<file path="src/rtl/decode_pipe_unit.sv">
// decode_pipe_unit: registered instruction-decode stage.
// It sits between fetch and register file / ALU / coprocessor issue.
//   upstream   : instruction, in_valid -> in_ready
//   downstream : out_valid -> out_ready, plus the decoded bundle
//                (register addresses, shift amount, immediate, ALU op, mux selects, enables)
//   control    : PC_enable, state (RUN/HALT/TRAP), resume, exc_clear
//   exceptions : coP_* flags qualified by cop_flag_valid, sticky exc_cause
//   stats      : retired_count, a saturating count of accepted non-halt instructions
//
// state | meaning
// ------+--------------------------------------------------------------
// RUN   | accepting instructions, fetch may advance
// HALT  | opcode 0 seen; wait for resume
// TRAP  | coprocessor exception (TRAP_ON_COP=1); wait for exc_clear
module decode_pipe_unit #(
  parameter int DATA_W      = 32,
  parameter int CNT_W       = 16,
  parameter bit TRAP_ON_COP = 1'b1
) (
  input  logic              clk,
  input  logic              rst,
  input  logic [31:0]       instruction,
  input  logic              in_valid,
  output logic              in_ready,
  output logic              out_valid,
  input  logic              out_ready,
  output logic [4:0]        reg1,
  output logic [4:0]        reg2,
  output logic [4:0]        reg3,
  output logic [4:0]        s_r_amount,
  output logic [DATA_W-1:0] im_data,
  output logic [4:0]        alu_opcode,
  output logic [1:0]        jump_mux_signal,
  output logic              write_back_on_register_mux_signal,
  output logic              alu_input_mux_signal,
  output logic              alu_or_coprocessor_mux_signal,
  output logic              register_write_word_enable,
  output logic              register_write_byte_enable,
  output logic              memwrite_enable_a,
  output logic              memwrite_enable_b,
  output logic              memread_enable_a,
  output logic              memread_enable_b,
  output logic              PC_enable,
  input  logic              coP_NaN_flag,
  input  logic              coP_UF_flag,
  input  logic              coP_OF_flag,
  input  logic              coP_Division_by_zero_flag,
  input  logic              cop_flag_valid,
  output logic [3:0]        exc_cause,
  input  logic              exc_clear,
  input  logic              resume,
  output logic [1:0]        state,
  output logic [CNT_W-1:0]  retired_count
);

  typedef enum logic [1:0] {S_RUN = 2'd0, S_HALT = 2'd1, S_TRAP = 2'd2} state_t;

  state_t             state_q, state_d;
  logic               out_valid_q;
  logic [3:0]         exc_q, exc_d;
  logic [CNT_W-1:0]   retired_q;

  logic [4:0]         reg1_q, reg2_q, reg3_q, shamt_q, alu_q;
  logic [4:0]         reg1_d, reg2_d, reg3_d, shamt_d, alu_d;
  logic [DATA_W-1:0]  im_q, im_d;
  logic [1:0]         jump_q, jump_d;
  logic               wb_q, wb_d, src_q, src_d, cop_q, cop_d;
  logic               rww_q, rww_d, rwb_q, rwb_d;
  logic               mwa_q, mwa_d, mwb_q, mwb_d, mra_q, mra_d, mrb_q, mrb_d;

  logic [5:0]         opcode;
  logic               halt_op, accept, load, trap_evt;
  logic [3:0]         flags;

  assign opcode   = instruction[31:26];
  assign halt_op  = (opcode == 6'd0);
  assign in_ready = (state_q == S_RUN) && (!out_valid_q || out_ready);
  assign accept   = in_valid && in_ready;
  assign load     = accept && !halt_op;
  assign flags    = {coP_Division_by_zero_flag, coP_OF_flag, coP_UF_flag, coP_NaN_flag};
  assign trap_evt = TRAP_ON_COP && cop_flag_valid && (|flags);

  // Trap outranks a halt opcode accepted in the same cycle.
  always_comb begin
    state_d = state_q;
    case (state_q)
      S_RUN: begin
        if (trap_evt)                state_d = S_TRAP;
        else if (accept && halt_op)  state_d = S_HALT;
      end
      S_HALT:  if (resume)    state_d = S_RUN;
      S_TRAP:  if (exc_clear) state_d = S_RUN;
      default: state_d = S_RUN;
    endcase
  end

  // A flag report in the clearing cycle survives: clear drops only older causes.
  always_comb begin
    exc_d = exc_q;
    if (exc_clear)           exc_d = cop_flag_valid ? flags : 4'd0;
    else if (cop_flag_valid) exc_d = exc_q | flags;
  end

  always_comb begin
    reg1_d = '0; reg2_d = '0; reg3_d = '0; shamt_d = '0; alu_d = '0;
    im_d   = {{(DATA_W-16){instruction[15]}}, instruction[15:0]};
    jump_d = '0;
    wb_d = 1'b0; src_d = 1'b0; cop_d = 1'b0; rww_d = 1'b0; rwb_d = 1'b0;
    mwa_d = 1'b0; mwb_d = 1'b0; mra_d = 1'b0; mrb_d = 1'b0;
    if (opcode >= 6'd32 || (opcode >= 6'd1 && opcode <= 6'd15)) begin
      reg3_d  = instruction[25:21];
      reg1_d  = instruction[20:16];
      reg2_d  = instruction[15:11];
      shamt_d = instruction[10:6];
      alu_d   = instruction[30:26];
      wb_d    = 1'b1;
      cop_d   = opcode[5];
      rww_d   = !opcode[5];
      if (!opcode[5]) im_d = '0;
    end else if (opcode >= 6'd16 && opcode <= 6'd23) begin
      reg3_d = instruction[25:21];
      reg1_d = instruction[20:16];
      wb_d   = 1'b1;
      src_d  = 1'b1;
      rww_d  = 1'b1;
      case (instruction[29:26])
        4'd2:    alu_d = 5'd1;
        4'd3:    alu_d = 5'd2;
        4'd4:    alu_d = 5'd3;
        4'd5:    alu_d = 5'd4;
        4'd6:    alu_d = 5'd9;
        4'd7:    alu_d = 5'd10;
        default: alu_d = 5'd0;
      endcase
    end else if (opcode >= 6'd24 && opcode <= 6'd27) begin
      reg1_d = instruction[20:16];
      reg2_d = instruction[25:21];
      reg3_d = instruction[25:21];
      alu_d  = 5'd1;
      src_d  = 1'b1;
      case (opcode[1:0])
        2'd0:    begin rww_d = 1'b1; mra_d = 1'b1; end
        2'd1:    mwa_d = 1'b1;
        2'd2:    begin rwb_d = 1'b1; mrb_d = 1'b1; end
        default: mwb_d = 1'b1;
      endcase
    end else if (opcode >= 6'd28 && opcode <= 6'd31) begin
      reg1_d = instruction[25:21];
      reg2_d = instruction[20:16];
      wb_d   = 1'b1;
      case (opcode[1:0])
        2'd0:    jump_d = 2'd3;
        2'd1:    jump_d = 2'd2;
        2'd2:    begin jump_d = 2'd1; alu_d = 5'd16; end
        default: begin jump_d = 2'd1; alu_d = 5'd15; end
      endcase
    end
  end

  always_ff @(posedge clk or posedge rst) begin
    if (rst) begin
      state_q <= S_RUN; out_valid_q <= 1'b0; exc_q <= '0; retired_q <= '0;
      reg1_q <= '0; reg2_q <= '0; reg3_q <= '0; shamt_q <= '0; alu_q <= '0;
      im_q <= '0; jump_q <= '0; wb_q <= 1'b0; src_q <= 1'b0; cop_q <= 1'b0;
      rww_q <= 1'b0; rwb_q <= 1'b0;
      mwa_q <= 1'b0; mwb_q <= 1'b0; mra_q <= 1'b0; mrb_q <= 1'b0;
    end else begin
      state_q <= state_d;
      exc_q   <= exc_d;
      if (load) begin
        out_valid_q <= 1'b1;
        reg1_q <= reg1_d; reg2_q <= reg2_d; reg3_q <= reg3_d; shamt_q <= shamt_d;
        alu_q <= alu_d; im_q <= im_d; jump_q <= jump_d;
        wb_q <= wb_d; src_q <= src_d; cop_q <= cop_d;
        rww_q <= rww_d; rwb_q <= rwb_d;
        mwa_q <= mwa_d; mwb_q <= mwb_d; mra_q <= mra_d; mrb_q <= mrb_d;
        if (retired_q != '1) retired_q <= retired_q + {{(CNT_W-1){1'b0}}, 1'b1};
      end else if (out_ready) begin
        // Drained: side-effecting enables drop, data fields keep their last value.
        out_valid_q <= 1'b0;
        rww_q <= 1'b0; rwb_q <= 1'b0;
        mwa_q <= 1'b0; mwb_q <= 1'b0; mra_q <= 1'b0; mrb_q <= 1'b0;
      end
    end
  end

  assign out_valid                         = out_valid_q;
  assign reg1                              = reg1_q;
  assign reg2                              = reg2_q;
  assign reg3                              = reg3_q;
  assign s_r_amount                        = shamt_q;
  assign im_data                           = im_q;
  assign alu_opcode                        = alu_q;
  assign jump_mux_signal                   = jump_q;
  assign write_back_on_register_mux_signal = wb_q;
  assign alu_input_mux_signal              = src_q;
  assign alu_or_coprocessor_mux_signal     = cop_q;
  assign register_write_word_enable        = rww_q;
  assign register_write_byte_enable        = rwb_q;
  assign memwrite_enable_a                 = mwa_q;
  assign memwrite_enable_b                 = mwb_q;
  assign memread_enable_a                  = mra_q;
  assign memread_enable_b                  = mrb_q;
  assign PC_enable                         = (state_q == S_RUN);
  assign exc_cause                         = exc_q;
  assign state                             = state_q;
  assign retired_count                     = retired_q;

endmodule

</file>
<file path="config.mk">
export PLATFORM = sky130hd
export DESIGN_NAME = decode_pipe_unit
export DESIGN_NICKNAME = d
export VERILOG_FILES = /design/src/rtl/decode_pipe_unit.sv
export SDC_FILE = /design/constraint.sdc
export NUM_CORES = 1
export LEC_CHECK = 0
export CAP_MARGIN = 0
export CORE_MARGIN = 3
export CORE_UTILIZATION = 39
export DETAILED_ROUTE_END_ITERATION = 10
export PLACE_DENSITY = 0.76
export SLEW_MARGIN = 25
export SYNTH_ARGS = -nofsm -noshare
export SYNTH_HDL_FRONTEND = slang
export SYNTH_SLANG_ARGS = --single-unit
</file>
<file path="constraint.sdc">
create_clock -name clk -period 2.5 [get_ports clk]
set_clock_uncertainty 0.15 [all_clocks]
set_input_delay 0.375 -clock clk [delete_from_list [all_inputs] [get_ports clk]]
set_output_delay 0.375 -clock clk [all_outputs]
set_load 0.1 [all_outputs]
</file>
==> out/results.tsv <==
metric	value	unit
status	finished clean	
setup TNS after final layout	0	ns
DR pass1 iterations	4	
VDD IR max	0.809	mV
Antenna Cells	0	
final instance area	4850	um^2
Post-CTS Resized	0	
CTS max path bufs	2	
io pins	136	
Required @ worst endpoint	2.58	ns
post-CTS setup buffers	0	
Critical Path AT	2.21	ns
M1 GR Usage	24.5	%
routing usage on met2	29.1	%
global route hottest layer	met2	
Final nets	490	
DR WL/cell	16.2	um
Distinct cells, synth	47	
Switch Pwr	3.06	mW
combinational share of power	54.9	%
die width	99.3	um
maximum number of pins on one net before global-route repair	75	
final worst setup slack	0.369	ns
cts bufs inserted	9	
CTS sink count	74	
Clk network pwr share	16.4	%
routed wire length	9000	um
quantity of hold-fixing buffers added after cts	0	
synthesized net count	356	
gr usage total	18.5	%
Min Hold Slack	0.288	ns
worst skew pair latency	0.34	ns
Synth Flop Type	dfrtp_1	
Layout area overhead	42.8	%
core area	8340	um^2
H-Tree Depth	3	
synthesized area per cell	10.9	um^2
vias	2889	
die height	99.3	um
critical setup path kind	primary input to flip-flop	
Pins Over Slew Limit	0	
dpl cell area	4650	um^2
#FFs+latches synth	74	
most frequent cell after synthesis	dfrtp_1	
Cell Pwr Density	1150	nW/um^2
synthesized area	3390	um^2
Clock Tree Root	clkbuf_8	
Slew @ Worst Pin	0.672	ns
dpl cells	540	
sequential share of the synthesized area	54.6	%
Post-synth EDFFs	0	
share of cells above drive strength 1	33.8	%
commonest cells in the netlist	74 x dfrtp_1, 32 x nor2_1, 30 x nand2_1	
num rows	33	
Core Util, Final	58.1	%
Hold Path Class	primary input to asynchronous set/reset pin	
RePlAce Congestion	0.798	
Internal	2.52	mW
Power, Total	5.58	mW
final hold violation count	0	
Iteration-0 DRC Markers	189	
Switching Share	54.8	%
vias in the first global route	2829	
Max-slew headroom	54.8	%
DR vias/cell	5.21	
Final setup viols	0	
port buffer count	135	
Die Area	9860	um^2
fin crit share	85.3	%
TritonCTS clock tree	built	
CP max FO	10	
startpoint type of the worst setup path	primary input	
grt ovf	0	
Post-DRT Antenna Nets	0	
Yosys warnings	0	
Place WS	-0.0126	ns
Leak	2.29	nW
post-synthesis cell count	312	
post-synthesis async set-or-reset flop share	100	%
HPWL Detailed	6650	um
initial antenna violation count	0	
final worst path period need	2.13	ns
synth top area cells	dfrtp_1 55%, a22o_1 6.5%, buf_4 4.2%	
Max Clock Freq	469	MHz
GRT met3 Usage	6.38	%
post-route insts no fill	555	
DRC violations left	0	
Synth top area share	54.6	%
RSZ-0062 raised after global routing	false	
CTS clk-pin slew, worst paths	0.08	ns
register share of total power	28.7	%
Starting Density	40.7	%
first-pass GRT wire length	14500	um
Crit. End Element	flip-flop	
largest area contributor in the netlist	dfrtp_1	
max-cap check violation count	0	
worst max-delay path, cell delays in order:
cell and delay [ns]:
clkdlybuf4s50_1 0.44, or3_4 0.40, or3_4 0.36, a21oi_1 0.14
nor2_1 0.16, a221o_1 0.33
power by group through the flow:
stage | Combinational [mW] | Sequential, mW | Clock, mW
CTS | 3.07 | 1.60 | 0.939
finish | 3.06 | 1.60 | 0.916
detailed placement | 3.07 | 1.62 | 0
global route | 3.15 | 1.63 | 1.00
floorplan | 0.890 | 3.18 | 0
global placement | 3.06 | 1.61 | 0
kinds of logic after synthesis:
logic type                 count (synthesis)  synth area share (%)
AOI/OAI and AO/OA                         63                  14.7
xor gates and xnor gates                  16                  4.13
adders and majority gates                  1                 0.369
buffers and inverters                     39                  7.19
DFF                                       74                  54.6
muxes                                      7                  2.32
and+or+nand+nor                          112                  16.7
final timing paths:
kind                                              startpoint                      endpoint  slack [ns]  cells after the start
worst max-delay path                         instruction[28]           reg1[4]$_DFFE_PP0P_        0.37                      6
worst min-delay path                                     rst           reg3[3]$_DFFE_PP0P_        0.29                      3
worst max register to register  retired_count[0]$_DFFE_PP0P_  retired_count[1]$_DFFE_PP0P_        0.49                      5
worst min register to register     s_r_amount[0]$_DFFE_PP0P_     s_r_amount[0]$_DFFE_PP0P_        0.33                      2
max in group asynchronous                                rst          state[1]$_DFFE_PP0P_        1.60                      3
min in group clk                   s_r_amount[0]$_DFFE_PP0P_     s_r_amount[0]$_DFFE_PP0P_        0.33                      2
flip-flops by register name (all words and copies together) (netlist names), 2 cells and up:
register,count
retired_count,16
reg1,5
s_r_amount,5
im_data,16
reg2,5
jump_mux_signal,2
exc_cause,4
reg3,5
alu_opcode,5
state,2
area by class of cell:
class / count / area, um^2
Clock inverter: 5 / 55.1
Timing Repair Buffer: 155 / 1310
Tap cell: 105 / 131
Fill cell: 712 / 3490
Multi-Input combinational cell: 199 / 1330
Sequential cell: 74 / 1860
Inverter: 7 / 26.3
Clock buffer: 10 / 138
layout by cell type (no fill, tap or decap), types with 8 or more instances in the layout:
cell	instances
a22o_1	25
clkbuf_8	10
xnor2_1	13
and3_1	8
buf_4	110
dfrtp_1	68
nand3_1	14
nand2_1	30
clkdlybuf4s50_1	42
nor2_1	32
routing by layer:
metal	share of wire [%]	routed length [um]
met5	0	0
met4	1.1	99
met3	9.9	892
met2	46	4170
met1	43	3840
Note: power is estimated with default switching activity, not from simulation.
